`config.mk`:
```
export PLATFORM = sky130hd
export DESIGN_NAME = tt_stability_filter
export DESIGN_NICKNAME = d
export VERILOG_FILES = /design/src/rtl/tt_stability_filter.sv
export SDC_FILE = /design/constraint.sdc
export NUM_CORES = 1
export LEC_CHECK = 0
export CAP_MARGIN = 20
export CELL_PAD_IN_SITES_DETAIL_PLACEMENT = 0
export CELL_PAD_IN_SITES_GLOBAL_PLACEMENT = 1
export CORE_AREA = 2 2 39 41
export CTS_BUF_LIST = sky130_fd_sc_hd__clkbuf_2
export DETAILED_ROUTE_END_ITERATION = 7
export DIE_AREA = 0 0 41 43
export MAX_ROUTING_LAYER = met4
export PLACE_DENSITY_LB_ADDON = 0.1
export SETUP_SLACK_MARGIN = 0.3
export SYNTH_ARGS = -nofsm -noshare
export SYNTH_HDL_FRONTEND = slang
export SYNTH_SLANG_ARGS = --single-unit
```
`constraint.sdc`:
```
create_clock -name clk -period 1.05 [get_ports clk]
set_input_delay 0.21 -clock clk [delete_from_list [all_inputs] [get_ports clk]]
set_output_delay 0.21 -clock clk [all_outputs]
set_load 0.005 [all_outputs]
```
`src/rtl/tt_stability_filter.sv`:
```
// Stability filter: one combinational strobe per stable window of in_vec.
// Latency: a vector first seen in cycle t strobes in cycle t+SETTLE; no backpressure, runs every cycle.
// Backpressure: none; clr restarts the stability count without touching prev_vec.
module tt_stability_filter #(
    parameter int N_IN   = 3,
    parameter int SETTLE = 2
) (
    input  logic            clk,
    input  logic            rst,
    input  logic            clr,
    input  logic [N_IN-1:0] in_vec,
    output logic            strobe
);

    localparam int STAB_W = $clog2(SETTLE + 1);
    localparam logic [STAB_W-1:0] STAB_SAT = STAB_W'(SETTLE);
    localparam logic [STAB_W-1:0] STAB_ARM = STAB_W'(SETTLE - 1);

    logic [N_IN-1:0]   prev_vec;
    logic [STAB_W-1:0] stab_cnt;
    logic              same;

    assign same   = (in_vec == prev_vec);
    // Only the SETTLE-1 -> SETTLE step fires; the saturated count keeps a long hold to one sample.
    assign strobe = same && (stab_cnt == STAB_ARM);

    always_ff @(posedge clk) begin
        if (rst) begin
            prev_vec <= '0;
            stab_cnt <= '0;
        end else begin
            prev_vec <= in_vec;
            if (clr || !same) begin
                stab_cnt <= '0;
            end else if (stab_cnt != STAB_SAT) begin
                stab_cnt <= stab_cnt + 1'b1;
            end
        end
    end

endmodule

```
==> impl_metrics.json <==
{
  "final_cell_area_um2": 389,
  "maxCapViolCount": 0,
  "fmax_mhz": 838,
  "crit_cells": 3,
  "crit_buf_inv": 1,
  "hold_start": "in_vec[0]",
  "ir_drop_mv": 0.383,
  "synth-xor-area-share": 0.182,
  "maxSlewViolCount": 0,
  "ctsHoldBuffers": 0,
  "drtPass1Iterations": 2,
  "cellPowerDensity_mw_per_mm2": 1130,
  "reg2reg_slack_ps": 60,
  "numPortBuffers": 6,
  "period_needed_ps": 1190,
  "grt_setup_unrepaired": "true",
  "grt_max_degree": 4,
  "synth_seq_area_share": 0.428,
  "post-place-ws_ps": -720,
  "place_congestion": 0.645,
  "htreeDepth": 1,
  "synth-compound-area-share": 0.0214,
  "ant_nets": 0,
  "synth_area_um2": 234,
  "clock_latency_ps": 210,
  "critPathSlowestCell": "dfxtp_1",
  "slew_headroom": 0.898,
  "diodes": 0,
  "syn2layout_area_growth_pct": 66.3,
  "cts_root_buf": "clkbuf_2",
  "rows": 14,
  "synth_top_family_by_area": "simple AND/OR/NAND/NOR gates",
  "hold_path_end": "prev_vec[0]",
  "drc": 0,
  "postSynthCellCount": 24,
  "cts_buffer_depth": 2,
  "grt_antenna_before_repair": 0,
  "power.leakage_nw": 0.169,
  "synth_warnings": 0,
  "drive_gt1_frac": 0.432,
  "hold_viol": 0,
  "min_path_cells": 2,
  "post_cts_buffers": 0,
  "synth_cell_types": 11,
  "path_cells": "xor2_2 > nor3_2 > buf_2",
  "timing_worst_setup_path_type": "reg2out",
  "setup_slack_ps": -144,
  "dp.cells": 49,
  "violations": "negative setup slack",
  "reg2reg_to": "stab_cnt[1]",
  "syn_area_per_cell_um2": 9.75,
  "hold_path.class": "in2reg",
  "grt_pass1_vias": 204,
  "design.die.area_mm2": 0.00176,
  "viasPerCell": 3.47,
  "arrival_ps": 980,
  "synth_simple_gate_area_share": 0.230,
  "crit_path_start_kind": "register",
  "clk_pin_slew_worst_paths_ps": 50,
  "grt-ovfl-total": 0,
  "post-route-period-util": 1.14,
  "grt_pass1_wl_um": 731,
  "finClkSkew_ps": 3.67,
  "dr_total_vias": 184,
  "cts_tree": "yes",
  "path_delay_family": "flip-flops",
  "synth_seq_cells": 5,
  "drt-total-wl_um": 421,
  "nets": 46,
  "cts_sinks": 5,
  "max_stage_delay_ps": 320,
  "die_h_um": 43,
  "post_dp_cell_area_um2": 343,
  "wl_per_cell_um": 7.94,
  "yosys-mux-area-fraction": 0,
  "path_max_fanout": 2,
  "reg2reg_depth": 6,
  "stdcell_count": 53,
  "worstMarginPinSlew_ps": 152,
  "synth_nets": 32,
  "rr_startpoint": "stab_cnt[0]",
  "fill_cells": 159,
  "core_area_mm2": 0.00138,
  "drt_iter0_markers": 3,
  "hpwl_um": 348,
  "cts_made_buffers": 3,
  "finalPower_mw": 0.439,
  "setup_viol": 1,
  "synth_adder_area_share": 0.107,
  "status": "finished with violations",
  "initial_core_util": 0.169,
  "track_usage": 0.0681,
  "die_w_um": 41,
  "endpoint_kind": "output port",
  "crit_required_ps": 840,
  "io_pins": 7
}
==> routing by layer <==
metal | vias up | GRT usage | wire length, um
met2 | 5 | 0.0781 | 185
met1 | 80 | 0.0747 | 204
met4 | 0 | 0.0600 | 0
li1 | 99 | - | -
met5 | - | - | 0
met3 | 0 | 0.0471 | 31
==> repair_timing <==
| item | in CTS | in global routing |
|---|---|---|
| setup endpoints to repair | 3 | 3 |
| pin swaps | 2 | 2 |
| resized for setup | 15 | 0 |
| cloned | 0 | 0 |
==> per-stage QoR <==
step	TNS (ps)	hold WS (ps)	util
3_3_place_gp	-1200	567	0.248
5_1_grt	-278	419	0.281
3_5_place_dp	-1220	579	0.248
2_1_floorplan	0	282	-
6_report	-144	415	0.281
4_1_cts	-186	409	0.281
==> layout make-up <==
class                      instances  area, um2  share of cell area
sequential                         5        103               0.264
clock buffer                       4       20.0              0.0514
timing repair buffer               9       77.6               0.199
multi-input combinational         17        159               0.408
inverter                           2       10.0              0.0257
tap                               16       20.0              0.0514
==> synth_stat cells <==
master / instances / share of area
a21oi_1: 1 / 0.021
nor3_1: 1 / 0.021
nand2_1: 1 / 0.016
nor2b_1: 3 / 0.080
inv_1: 2 / 0.032
nand4bb_1: 1 / 0.048
xnor2_2: 1 / 0.070
dfxtp_1: 5 / 0.43
xor2_1: 3 / 0.11
nor2_1: 4 / 0.064
ha_1: 2 / 0.11
==> sequential cells by signal (all words and copies together) (netlist names) <==
signal,count
prev_vec,3
stab_cnt,2
==> cells by family after synthesis <==
family,Yosys count
and+or+nand+nor,10
AOI/OAI and AO/OA,1
xor gates and xnor gates,4
adders and majority gates,2
DFF,5
buffers and inverters,2
==> worst max-delay path by stage <==
stage	startpoint	end	slack (ps)
floorplan	stab_cnt[0]	stab_cnt[1]	140
global placement	in_vec[2]	strobe	-710
detailed placement	in_vec[2]	strobe	-720
CTS	prev_vec[2]	strobe	-190
global route	stab_cnt[1]	strobe	-260
finish	prev_vec[0]	strobe	-140
==> cells in the final DEF (no fill, tap or decap) <==
cell type and n:
dfxtp_1 3, inv_1 1, ha_1 1, dfxtp_2 2, xor2_2 2, dlygate4sd2_1 3
nor2_1 4, clkdlybuf4s50_1 2, xnor2_2 1, buf_6 1, inv_4 1, ha_4 1
nor2b_1 3, xor2_1 1, buf_2 1, a21oi_1 1, nor3_2 1, nand2_1 1
clkbuf_2 4, nand4bb_1 1, buf_4 2
==> power breakdown <==
group / total, mW / internal [mW] / switching, mW
Sequential: 0.203 / 0.198 / 0.00541
Clock: 0.178 / 0.101 / 0.0771
Combinational: 0.0573 / 0.0354 / 0.0219
Note: power is estimated with default switching activity, not from simulation.
